===== config.mk =====
export PLATFORM = sky130hd
export DESIGN_NAME = conv_filter_scheduler
export DESIGN_NICKNAME = d
export VERILOG_FILES = /design/src/rtl/conv_filter_scheduler.sv
export SDC_FILE = /design/constraint.sdc
export NUM_CORES = 1
export LEC_CHECK = 0
export BUFFER_PORTS_ARGS = -buffer_cell sky130_fd_sc_hd__buf_2
export CORE_MARGIN = 1.5
export CORE_UTILIZATION = 57
export DETAILED_ROUTE_END_ITERATION = 8
export PLACE_DENSITY_LB_ADDON = 0.08
export SETUP_SLACK_MARGIN = 0.2
export SYNTH_ARGS = -nofsm -noshare
export SYNTH_HDL_FRONTEND = slang
export SYNTH_SLANG_ARGS = --single-unit

===== constraint.sdc =====
create_clock -name clk -period 4.05 [get_ports clk]
set_input_delay 1.215 -clock clk [delete_from_list [all_inputs] [get_ports clk]]
set_output_delay 1.215 -clock clk [all_outputs]
set_load 0.01 [all_outputs]

===== src/rtl/conv_filter_scheduler.sv =====
// Sequences one 3x3 convolution core over NUM_FILTERS filters: core reset, kernel/bias load,
// pixel streaming and result capture. Optional watchdog: define CONV_SCHED_TIMEOUT_EN.
module conv_filter_scheduler #(
  parameter int WIDTH          = 16,
  parameter int HEIGHT         = 16,
  parameter int CHANEL         = 4,
  parameter int NUM_FILTERS    = 8,
  parameter int OUT_PER_FILTER = (WIDTH - 2) * (HEIGHT - 2),
  parameter int AW             = 16
) (
  input  logic          clk,
  input  logic          resetn,
  input  logic          start,
  output logic          busy,
  output logic          done,
  output logic [7:0]    filter_idx,
  output logic          w_rd_en,
  output logic [AW-1:0] w_addr,
  input  logic [31:0]   w_data,
  output logic          px_rd_en,
  output logic [AW-1:0] px_addr,
  output logic          core_resetn,
  output logic          load_kernel,
  output logic [31:0]   kernel,
  output logic          data_valid_in,
  input  logic          load_kernel_done,
  input  logic          valid_out,
  input  logic [31:0]   data_out_conv,
  output logic          out_wr_en,
  output logic [AW-1:0] out_addr,
  output logic [31:0]   out_data,
`ifdef CONV_SCHED_TIMEOUT_EN
  output logic          timeout,
`endif
  output logic [2:0]    state_dbg
);

  localparam int KWORDS = 9 * CHANEL + 1;
  localparam int KCW    = $clog2(KWORDS + 1);
  localparam int NW     = $clog2(OUT_PER_FILTER + 1);

  localparam logic [KCW-1:0] K_LAST  = KCW'(KWORDS - 1);
  localparam logic [AW-1:0]  PX_LAST = AW'(WIDTH * HEIGHT - 1);
  localparam logic [NW-1:0]  N_FULL  = NW'(OUT_PER_FILTER);
  localparam logic [AW-1:0]  W_STEP  = AW'(KWORDS);
  localparam logic [AW-1:0]  O_STEP  = AW'(OUT_PER_FILTER);
  localparam logic [7:0]     F_LAST  = 8'(NUM_FILTERS - 1);

  typedef enum logic [2:0] {
    IDLE, CORE_RST, LOAD_K, WAIT_K, STREAM, DRAIN, NEXT, DONE
  } state_t;

  state_t         state;
  logic           rst_cnt;
  logic [KCW-1:0] k;
  logic [NW-1:0]  n;
  logic [AW-1:0]  w_base;
  logic [AW-1:0]  out_base;
  logic           capture;
`ifdef CONV_SCHED_TIMEOUT_EN
  logic [15:0]    wd;
`endif

  // The weight memory's registered read data goes straight to the core, aligned with load_kernel.
  assign kernel    = w_data;
  assign state_dbg = state;

  // Core outputs count only while pixels are in flight, and never past a full filter.
  assign capture = ((state == STREAM) || (state == DRAIN)) && valid_out && (n != N_FULL);

  always_ff @(posedge clk or negedge resetn) begin
    if (!resetn) begin
      state         <= IDLE;
      busy          <= 1'b0;
      done          <= 1'b0;
      filter_idx    <= 8'd0;
      w_rd_en       <= 1'b0;
      w_addr        <= '0;
      px_rd_en      <= 1'b0;
      px_addr       <= '0;
      core_resetn   <= 1'b0;
      load_kernel   <= 1'b0;
      data_valid_in <= 1'b0;
      out_wr_en     <= 1'b0;
      out_addr      <= '0;
      out_data      <= '0;
      rst_cnt       <= 1'b0;
      k             <= '0;
      n             <= '0;
      w_base        <= '0;
      out_base      <= '0;
`ifdef CONV_SCHED_TIMEOUT_EN
      timeout       <= 1'b0;
      wd            <= 16'd0;
`endif
    end else begin
      load_kernel   <= w_rd_en;
      data_valid_in <= px_rd_en;
      done          <= 1'b0;
      out_wr_en     <= 1'b0;
      if (capture) begin
        out_wr_en <= 1'b1;
        out_data  <= data_out_conv;
        out_addr  <= out_base + AW'(n);
        n         <= n + NW'(1);
      end
      case (state)
        IDLE: begin
          core_resetn <= 1'b1;
          if (start) begin
            state       <= CORE_RST;
            busy        <= 1'b1;
            filter_idx  <= 8'd0;
            core_resetn <= 1'b0;
            rst_cnt     <= 1'b0;
            n           <= '0;
            w_base      <= '0;
            out_base    <= '0;
`ifdef CONV_SCHED_TIMEOUT_EN
            timeout     <= 1'b0;
`endif
          end
        end
        CORE_RST: begin
          if (rst_cnt) begin
            state       <= LOAD_K;
            core_resetn <= 1'b1;
            w_rd_en     <= 1'b1;
            w_addr      <= w_base;
            k           <= '0;
          end else begin
            rst_cnt <= 1'b1;
          end
        end
        LOAD_K: begin
          if (k == K_LAST) begin
            w_rd_en <= 1'b0;
            state   <= WAIT_K;
`ifdef CONV_SCHED_TIMEOUT_EN
            wd      <= 16'd0;
`endif
          end else begin
            k      <= k + KCW'(1);
            w_addr <= w_addr + AW'(1);
          end
        end
        WAIT_K: begin
          if (load_kernel_done) begin
            state    <= STREAM;
            px_rd_en <= 1'b1;
            px_addr  <= '0;
          end
`ifdef CONV_SCHED_TIMEOUT_EN
          else if (wd == 16'd4095) begin
            timeout <= 1'b1;
            state   <= DONE;
            done    <= 1'b1;
            busy    <= 1'b0;
          end else begin
            wd <= wd + 16'd1;
          end
`endif
        end
        STREAM: begin
          if (px_addr == PX_LAST) begin
            px_rd_en <= 1'b0;
            state    <= DRAIN;
`ifdef CONV_SCHED_TIMEOUT_EN
            wd       <= 16'd0;
`endif
          end else begin
            px_addr <= px_addr + AW'(1);
          end
        end
        DRAIN: begin
          // n == N_FULL means the last write is on the output registers this cycle.
          if (n == N_FULL) begin
            state <= NEXT;
          end
`ifdef CONV_SCHED_TIMEOUT_EN
          else if (valid_out) begin
            wd <= 16'd0;
          end else if (wd == 16'd4095) begin
            timeout <= 1'b1;
            state   <= DONE;
            done    <= 1'b1;
            busy    <= 1'b0;
          end else begin
            wd <= wd + 16'd1;
          end
`endif
        end
        NEXT: begin
          if (filter_idx == F_LAST) begin
            state <= DONE;
            done  <= 1'b1;
            busy  <= 1'b0;
          end else begin
            filter_idx  <= filter_idx + 8'd1;
            n           <= '0;
            w_base      <= w_base + W_STEP;
            out_base    <= out_base + O_STEP;
            core_resetn <= 1'b0;
            rst_cnt     <= 1'b0;
            state       <= CORE_RST;
          end
        end
        DONE: begin
          state <= IDLE;
        end
        default: begin
          state <= IDLE;
        end
      endcase
    end
  end

endmodule


==> results of run 1 <==
[registers in the layout, summed over array words and instances (netlist names), 3 cells and up]
| signal | cells |
|---|---|
| out_addr | 16 |
| n | 8 |
| out_base | 14 |
| w_addr | 16 |
| state_dbg | 3 |
| out_data | 32 |
| k | 6 |
| px_addr | 16 |
| filter_idx | 8 |
| w_base | 16 |
[cells in the mapped netlist (4+ instances only)]
cell type,number
xnor2_1,14
nand2_1,186
nor4_1,4
a211oi_1,4
nand4_1,14
o21a_1,4
o31ai_1,10
inv_1,14
clkbuf_1,39
xor2_1,16
nor2_1,60
o21ai_0,88
a31oi_1,14
buf_2,4
buf_1,4
nor3_1,13
and3_1,11
a21o_1,4
o32ai_1,4
a41oi_1,5
a21oi_1,42
o22ai_1,5
buf_4,32
or3_1,5
ha_1,15
nand3_1,41
dfrtp_1,144
and2_1,9
and4_1,5
[kinds of logic after synthesis]
logic type               after synthesis  synth area share (%)
AND/OR/NAND/NOR                      373                 23.28
AO/OA/AOI/OAI                        191                 14.91
flip-flops                           144                 48.70
buffers and inverters                 95                 6.611
XOR/XNOR                              30                 3.551
adder cells (fa/ha/maj)               15                 2.536
multiplexers                           3                0.4058
[worst max-delay path, delay by kind of cell, from the launching register on]
kind            cells  cell delay (ns)
compound gates      3             0.67
simple gates        2             1.27
flops               1             0.70
[power groups by stage]
stage / clock network, W / registers [W] / logic (W)
after global routing: 0.00181 / 0.00243 / 0.00225
after global placement: 0 / 0.00234 / 0.00194
after floorplan: 0 / 0.00240 / 0.00122
after CTS: 0.00174 / 0.00234 / 0.00200
after detailed placement: 0 / 0.00237 / 0.00199
final: 0.00172 / 0.00235 / 0.00199
[metal layers]
| layer | part of all wire, % | global-route usage [%] | vias up | routed length [microns] |
|---|---|---|---|---|
| li1 | - | - | 3083 | - |
| met1 | 44 | 33.37 | 3117 | 7631 |
| met2 | 48 | 42.22 | 209 | 8157 |
| met3 | 5.8 | 5.664 | 40 | 1002 |
| met4 | 2.1 | 10.20 | 0 | 366 |
| met5 | 0 | 0 | - | 0 |
[cells in the final DEF (no fill, tap or decap), drive strengths merged, types with 15 or more instances in the layout]
master and instances:
nand2 186, buf 145, dfrtp 144, o21ai 89, nor2 62, a21oi 42, nand3 41, clkbuf 19
xor2 16, inv 16, ha 15
[worst max-delay path by stage]
stage	start	slack [ns]	endpoint
after floorplan	w_data[0]	1.50	kernel[0]
after global placement	valid_out	1.45	n[2]
after detailed placement	state_dbg[1]	1.37	w_addr[2]
after CTS	state_dbg[1]	1.35	w_addr[2]
after global routing	state_dbg[1]	0.95	w_addr[2]
final	state_dbg[1]	1.32	w_addr[2]
[area by class of cell]
class / count / area [sq um]
fill: 1044 / 3996
sequential: 144 / 3603
multi-input combinational: 612 / 3326
timing repair buffer: 145 / 769.5
clock buffer: 19 / 442.9
tap: 172 / 215.2
clock inverter: 13 / 210.2
inverter: 15 / 56.30
[through the flow]
step | total power [W] | worst slack, ns
6_report | 0.006056 | 1.324
5_1_grt | 0.006479 | 0.9478
4_1_cts | 0.006085 | 1.353
3_5_place_dp | 0.004356 | 1.370
3_3_place_gp | 0.004272 | 1.453
2_1_floorplan | 0.003618 | 1.501
==> run summary, run 1 <==
Critical path capture point type: flop
Outcome: finished, final reports clean
Reg clk slew, reported paths: 0.06 ns
Nets: 1,019
Max_cap viols: 0
Root buf cell: clkbuf_16
Worst R2R Setup Slack: 1.32 ns
CP max stage delay: 0.76 ns
Final Cycle Share: 67.30%
DRC violations left: 0
Ys async rst share: 100.0%
Sequential area share after synthesis: 48.70%
Total number of yosys warnings: 0
ANT nets after route: 0
TritonRoute pass-1 iters: 5
Fmax: 366.9 MHz
Placement Rows: 41
CTS tree: built
Largest buffer count on any clock path: 2
Critical path required time: 4.39 ns
Finished Cell Area: 8623 sq um
Combinational group share of total power: 32.8%
Drt total wl: 17,160 microns
GPL Wtd Cong: 0.8405
Vias in the first global route: 5,903
Startpoint types: flop
CORE AREA: 12,620 sq um
Final Skew: 0.005252 ns
Worst path most repeated cell: a21oi_1
Lkg Pwr: 4.183 nW
Die X: 116.9 microns
CP Max Fanout: 20
Worst hold path depth: 0
Max-slew violations: 0
Placed Area: 7970 sq um
Clock insertion delay at the later pin of the skew report: 0.42 ns
Worst hold margin: 0.4154 ns
Cells after Synth: 851
Die footprint: 13,670 sq um
ANT cells: 0
Proportion of netlist area held by the largest area contributor: 48.70%
Hold path start: px_rd_en
Post-CTS setup repair buffer count: 0
PortBufs: 135
Start of the worst register-to-register path: state_dbg[1]
Peak VDD IR: 0.0003623 V
Top cell type by total area after synthesis: dfrtp_1
Slew @ Worst Pin: 1.015 ns
Initial antenna violation count: 0
Cts repair resizes: 0
CTS Buf Count: 17
Post-layout util: 68.33%
I/O Pins: 200
Top cells by area, synth: dfrtp_1 49%, nand2_1 9.4%, o21ai_0 6.0%
Syn nets: 935
Worst reg2reg path depth: 5
Htree depth: 4
Worst path arrival time: 3.06 ns
Net Sw Frac: 37.82%
# setup viols final: 0
Avg WL per Cell: 15.32 microns
Power Internal: 0.003765 W
Hold-fix buffers at CTS: 0
Area Growth Syn to Fin: 16.54%
Sequential power share: 38.8%
Slew headroom: 32.18%
Synth cell types: 56
Share of layout cells above drive strength 1: 19.83%
Max stage delay cell, worst path: nor3b_2
CP Class: flop to flop
Die height: 116.9 microns
Initial DRC count: 524
Syn_area_per_cell: 8.695 sq um
Global-route wire length before repair: 27,690 microns
Min Clock Period, post-route: 2.726 ns
Clk sinks: 144
Worst hold path class: flop to flop
PwrDens: 702.2 nW/um^2
Post-synth EDFFs: 0
Hold Crit Endpoint: data_valid_in
Reg2reg end: w_addr[2]
Vias/cell: 5.758
Largest net degree at the start of global routing: 66
Final hold violations: 0
Top FF cell, synth: dfrtp_1
Net Sw Power: 0.002290 W
DR vias: 6,449
Unrepaired setup endpoints after global routing: no
Post-route insts no fill: 1,120
Yosys reg bits: 144
GRT Total Usage: 25.69%
Global route total overflow: 0
Inst Count DP: 1,088
Setup TNS: 0 ns
CP Cell Sequence: nor3b_2, o21ai_1, nand2_1, a21oi_1, a21oi_1
HPWL Detailed: 11,830 microns
Post-Syn Area: 7400 sq um
Starting Density: 58.64%
Clock share of power: 28.4%
Power figures use the tool's default switching activity.
==> inputs of run 2 (changes only) <==
--- a/config.mk
+++ b/config.mk
@@ -7,7 +7,7 @@
 export LEC_CHECK = 0
 export BUFFER_PORTS_ARGS = -buffer_cell sky130_fd_sc_hd__buf_2
 export CORE_MARGIN = 1.5
-export CORE_UTILIZATION = 57
+export CORE_UTILIZATION = 53
 export DETAILED_ROUTE_END_ITERATION = 8
 export PLACE_DENSITY_LB_ADDON = 0.08
 export SETUP_SLACK_MARGIN = 0.2
==> constraint.sdc (replaced) <==
create_clock -name clk -period 2.8 [get_ports clk]
set_input_delay 0.84 -clock clk [delete_from_list [all_inputs] [get_ports clk]]
set_output_delay 0.84 -clock clk [all_outputs]
set_load 0.01 [all_outputs]
==> run summary, run 2 (same netlist as run 1, synthesis figures left out) <==
Met3 Usage GRT: 4.605% (-1.1 points)
Routing usage on met1: 32.52% (-0.85 points)
Worst path arrival time: 2.59 ns (-0.47 ns)
PortBufs: 135 (unchanged)
# setup viols final: 0 (unchanged)
Final hold violations: 0 (unchanged)
Die height: 121.2 microns (+3.6%)
Htree depth: 4 (unchanged)
Drt total wl: 17,590 microns (+2.5%)
Max-slew violations: 0 (unchanged)
Layer carrying the most global-route usage: met2
Reg area: 3603 sq um (unchanged)
Final Cycle Share: 80.75% (+13 points)
Most flop-heavy register: out_data
Setup TNS: 0 ns (unchanged)
GPL Wtd Cong: 0.8621 (+2.6%)
Largest net degree at the start of global routing: 59 (-11%)
Reg clk slew, reported paths: 0.06 ns (about the same)
Root buf cell: clkbuf_16
GR Util met2: 40.06% (-2.2 points)
Global route total overflow: 0 (unchanged)
Slew @ Worst Pin: 0.7383 ns (-0.2762 ns)
DR vias: 6,445 (-0.062%)
CP max stage delay: 0.60 ns (-0.16 ns)
Most frequent cells in the layout: 186 x nand2_1, 144 x dfrtp_1, 134 x buf_2
DRC violations left: 0 (unchanged)
Max stage delay cell, worst path: nor2_4
Unrepaired setup endpoints after global routing: no
ANT nets after route: 0 (unchanged)
Fillers: 1,161 (+11%)
CORE AREA: 13,450 sq um (+6.6%)
Cts repair resizes: 1 (+1)
Outcome: finished, final reports clean
Post-CTS setup repair buffer count: 0 (unchanged)
Reg2reg end: out_base[6]
Max_cap viols: 0 (unchanged)
Clk sinks: 144 (unchanged)
Worst reg2reg path depth: 5 (unchanged)
Worst hold margin: 0.3631 ns (-0.05224 ns)
Largest buffer count on any clock path: 2 (unchanged)
Worst path most repeated cell: o21ai_0
Initial DRC count: 650 (+24%)
CP Class: flop to flop
Startpoint types: flop
CP Max Fanout: 36 (+80%)
Min Clock Period, post-route: 2.261 ns (-0.4646 ns)
Initial antenna violation count: 0 (unchanged)
Commonest non-fill, non-tap cell in the layout: nand2_1
Vias/cell: 5.688 (-1.2%)
Post-layout util: 64.41% (-3.9 points)
Max reg flops: 32 (unchanged)
Critical path capture point type: flop
Critical path required time: 3.13 ns (-1.26 ns)
Placed Area: 8034 sq um (+0.80%)
Slew headroom: 50.66% (+18 points)
Peak VDD IR: 0.0004531 V (+25%)
Fmax: 442.3 MHz (+21%)
Die footprint: 14,680 sq um (+7.4%)
Area Growth Syn to Fin: 17.10%
Final Skew: 0.006789 ns (+0.001537 ns)
CTS tree: built
PwrDens: 1008 nW/um^2 (+44%)
ANT cells: 0 (unchanged)
Nets: 1,028 (+0.88%)
Hold-fix buffers at CTS: 0 (unchanged)
Worst R2R Setup Slack: 0.54 ns (-0.79 ns)
Worst hold path class: input pin to asynchronous set/reset pin
Lkg Pwr: 4.221 nW (+0.91%)
Vias in the first global route: 6,040 (+2.3%)
CP Cell Sequence: or4_1, o21a_1, nor2_4, o21ai_0, o21ai_0
Avg WL per Cell: 15.52 microns (+1.3%)
Global-route wire length before repair: 28,730 microns (+3.8%)
GRT Total Usage: 24.44% (-1.3 points)
Share of layout cells above drive strength 1: 20.48% (+0.65 points)
Area of the multi-input gates: 3322 sq um (-0.11%)
Clock insertion delay at the later pin of the skew report: 0.42 ns (about the same)
Die X: 121.2 microns (+3.6%)
CTS Buf Count: 17 (unchanged)
TritonRoute pass-1 iters: 5 (unchanged)
I/O Pins: 200 (unchanged)
Starting Density: 55.00% (-3.6 points)
Start of the worst register-to-register path: filter_idx[3]
Placement Rows: 42 (+2.4%)
Finished Cell Area: 8665 sq um (+0.48%)
HPWL Detailed: 12,120 microns (+2.5%)
run 2: worst max path at each step:
stage                              to  slack, ns     startpoint
after global routing       w_base[13]       0.35  filter_idx[3]
after detailed placement  out_base[6]       0.08          start
after CTS                 out_base[6]       0.56  filter_idx[3]
final                     out_base[6]       0.54  filter_idx[3]
after global placement    out_base[5]       0.16          start
after floorplan           px_addr[15]       0.68   state_dbg[0]
run 2: through the flow:
| stage | power (W) | worst slack (ns) | cells |
|---|---|---|---|
| finish | 0.008733 | 0.5390 | 1133 |
| floorplan | 0.005233 | 0.6807 | 851 |
| CTS | 0.008786 | 0.5574 | 1133 |
| global route | 0.009320 | 0.3455 | 1133 |
| detailed placement | 0.006328 | 0.07580 | 1101 |
| global placement | 0.006226 | 0.1588 | 1101 |
run 2: area by class of cell:
cell class / count / area share, %
clock buffers: 19 / 4.996
multi-input cells: 612 / 38.34
flip-flops and latches: 144 / 41.59
clock inverters: 13 / 2.224
inverters: 15 / 0.6498
repair buffers: 154 / 9.661
well taps: 176 / 2.542
run 2: critical path, delay by kind of cell, from the launching register on:
kind / cells / cell delay [ns]
compound gates: 3 / 0.57
flops: 1 / 0.43
simple gates: 2 / 1.16
run 2: per-layer routing:
| layer | up-vias | share of wire [%] |
|---|---|---|
| met5 | - | 0 |
| met4 | 0 | 2.1 |
| met3 | 52 | 5.6 |
| met2 | 209 | 48 |
| met1 | 3078 | 44 |
| li1 | 3106 | - |
run 2: power by group:
part / total [W] / internal, W / switching, W / leakage (nW)
clock network: 0.00242 / 0.00157 / 0.000849 / 0.310
logic: 0.00299 / 0.00114 / 0.00185 / 2.03
registers: 0.00332 / 0.00273 / 0.000599 / 1.88
==> inputs of run 3 (changes only) <==
==> constraint.sdc (replaced) <==
create_clock -name clk -period 2.3 [get_ports clk]
set_input_delay 0.69 -clock clk [delete_from_list [all_inputs] [get_ports clk]]
set_output_delay 0.69 -clock clk [all_outputs]
set_load 0.01 [all_outputs]
==> run summary, run 3 (same netlist as run 1, synthesis figures left out) <==
Worst hold path class: input pin to asynchronous set/reset pin
CP Class: flop to flop
Critical path capture point type: flop
Final worst slack: 0.3090 ns (-0.2299 ns)
Worst reg2reg path depth: 5 (unchanged)
Area Growth Syn to Fin: 19.46%
Critical path required time: 2.65 ns (-0.48 ns)
Commonest non-fill, non-tap cell in the layout: nand2_1
Most flop-heavy register: out_data
Htree depth: 4 (unchanged)
Final hold violations: 0 (unchanged)
Starting Density: 55.00% (unchanged)
Max reg flops: 32 (unchanged)
PortBufs: 135 (unchanged)
GPL Wtd Cong: 0.8734 (+1.3%)
Slew headroom: 61.70% (+11 points)
Largest buffer count on any clock path: 2 (unchanged)
Startpoint types: flop
CTS Buf Count: 17 (unchanged)
ANT nets after route: 0 (unchanged)
TritonRoute pass-1 iters: 6 (+1)
Max_cap viols: 0 (unchanged)
Clock insertion delay at the later pin of the skew report: 0.43 ns (about the same)
PwrDens: 1219 nW/um^2 (+21%)
Global-route wire length before repair: 29,780 microns (+3.7%)
Die footprint: 14,680 sq um (unchanged)
Setup TNS: 0 ns (unchanged)
Hold-fix buffers at CTS: 0 (unchanged)
Max-slew violations: 0 (unchanged)
Min Clock Period, post-route: 1.991 ns (-0.2701 ns)
Final Cycle Share: 86.56% (+5.8 points)
CP Max Fanout: 13 (-64%)
Share of layout cells above drive strength 1: 22.51% (+2.0 points)
DRC violations left: 0 (unchanged)
Vias/cell: 5.741 (+0.93%)
Clk sinks: 144 (unchanged)
Inst Count DP: 1,108 (+0.64%)
Peak VDD IR: 0.0006457 V (+43%)
Lkg Pwr: 4.273 nW (+1.3%)
Vias in the first global route: 6,155 (+1.9%)
Drt total wl: 17,970 microns (+2.2%)
Post-route insts no fill: 1,141 (+0.71%)
Die height: 121.2 microns (unchanged)
Initial DRC count: 542 (-17%)
Post-Place Worst Slack: -0.2774 ns (-0.3532 ns)
Post-CTS setup repair buffer count: 0 (unchanged)
Avg WL per Cell: 15.75 microns (+1.5%)
Nets: 1,037 (+0.88%)
# setup viols final: 0 (unchanged)
I/O Pins: 200 (unchanged)
Fmax: 502.3 MHz (+14%)
Reg clk slew, reported paths: 0.06 ns (about the same)
CTS tree: built
HPWL Detailed: 12,440 microns (+2.7%)
CORE AREA: 13,450 sq um (unchanged)
Final Skew: 0.009467 ns (+0.002678 ns)
Outcome: finished, final reports clean
Initial antenna violation count: 0 (unchanged)
DR vias: 6,551 (+1.6%)
Worst path arrival time: 2.34 ns (-0.25 ns)
GRT Total Usage: 25.32% (+0.88 points)
Placement Rows: 42 (unchanged)
Root buf cell: clkbuf_16
Worst hold margin: 0.2462 ns (-0.1170 ns)
Fillers: 1,114 (-4.0%)
Slew @ Worst Pin: 0.5745 ns (-0.1638 ns)
Unrepaired setup endpoints after global routing: no
Global route total overflow: 0 (unchanged)
Most frequent cells in the layout: 185 x nand2_1, 144 x dfrtp_1, 134 x buf_2
Largest net degree at the start of global routing: 66 (+12%)
Die X: 121.2 microns (unchanged)
-- run 3: area by class of cell --
class / instances / area (sq um) / share of cell area, %
Multi-Input combinational cell: 614 / 3403 / 38.50
Clock buffer: 20 / 466.7 / 5.280
Inverter: 15 / 56.30 / 0.6369
Sequential cell: 144 / 3603 / 40.76
Timing Repair Buffer: 161 / 927.1 / 10.49
Tap cell: 176 / 220.2 / 2.491
Antenna cell: 1 / 2.502 / 0.02831
Clock inverter: 10 / 160.2 / 1.812
-- run 3: repair_timing --
action / CTS / global route
cloned: 1 / 1
resized for setup: 4 / 13
setup endpoints to repair: 39 / 34
pin swaps: 1 / 3
-- run 3: critical path, stage by stage, from the launching register on --
cell	delay, ns
dfrtp_1	0.38
or4_4	0.55
o21a_4	0.24
buf_4	0.20
or2_2	0.39
a21oi_1	0.15
-- run 3: power breakdown --
part | switching [W] | internal (W) | leakage [nW] | total, W
Clock | 0.00105 | 0.00188 | 0.296 | 0.00293
Combinational | 0.00232 | 0.00148 | 2.10 | 0.00380
Sequential | 0.000731 | 0.00332 | 1.88 | 0.00405
-- run 3: through the flow --
step           power (W)  util, %  instance area, sq um
3_3_place_gp    0.007633    60.43                  8129
4_1_cts          0.01078    65.26                  8780
2_1_floorplan   0.006371        -                  7405
6_report         0.01078    65.71                  8840
3_5_place_dp    0.007788    60.43                  8129
5_1_grt          0.01155    65.69                  8837
-- run 3: path summary, 6_finish.rpt --
path                                    start  slack [ns]       endpoint
worst max-delay path            filter_idx[3]        0.31           n[6]
worst min register to register       px_rd_en        0.41  data_valid_in
max in group asynchronous              resetn        1.42   out_addr[11]
worst max register to register  filter_idx[3]        0.31           n[6]
worst min-delay path                   resetn        0.25    px_addr[11]
min in group clk                     px_rd_en        0.41  data_valid_in
-- run 3: routing by layer --
metal	up-vias	GRT usage, %	wire length, microns
li1	3120	-	-
met1	3161	33.75	7900
met2	219	41.16	8654
met3	51	4.793	1087
met4	0	9.706	324
met5	-	0	0
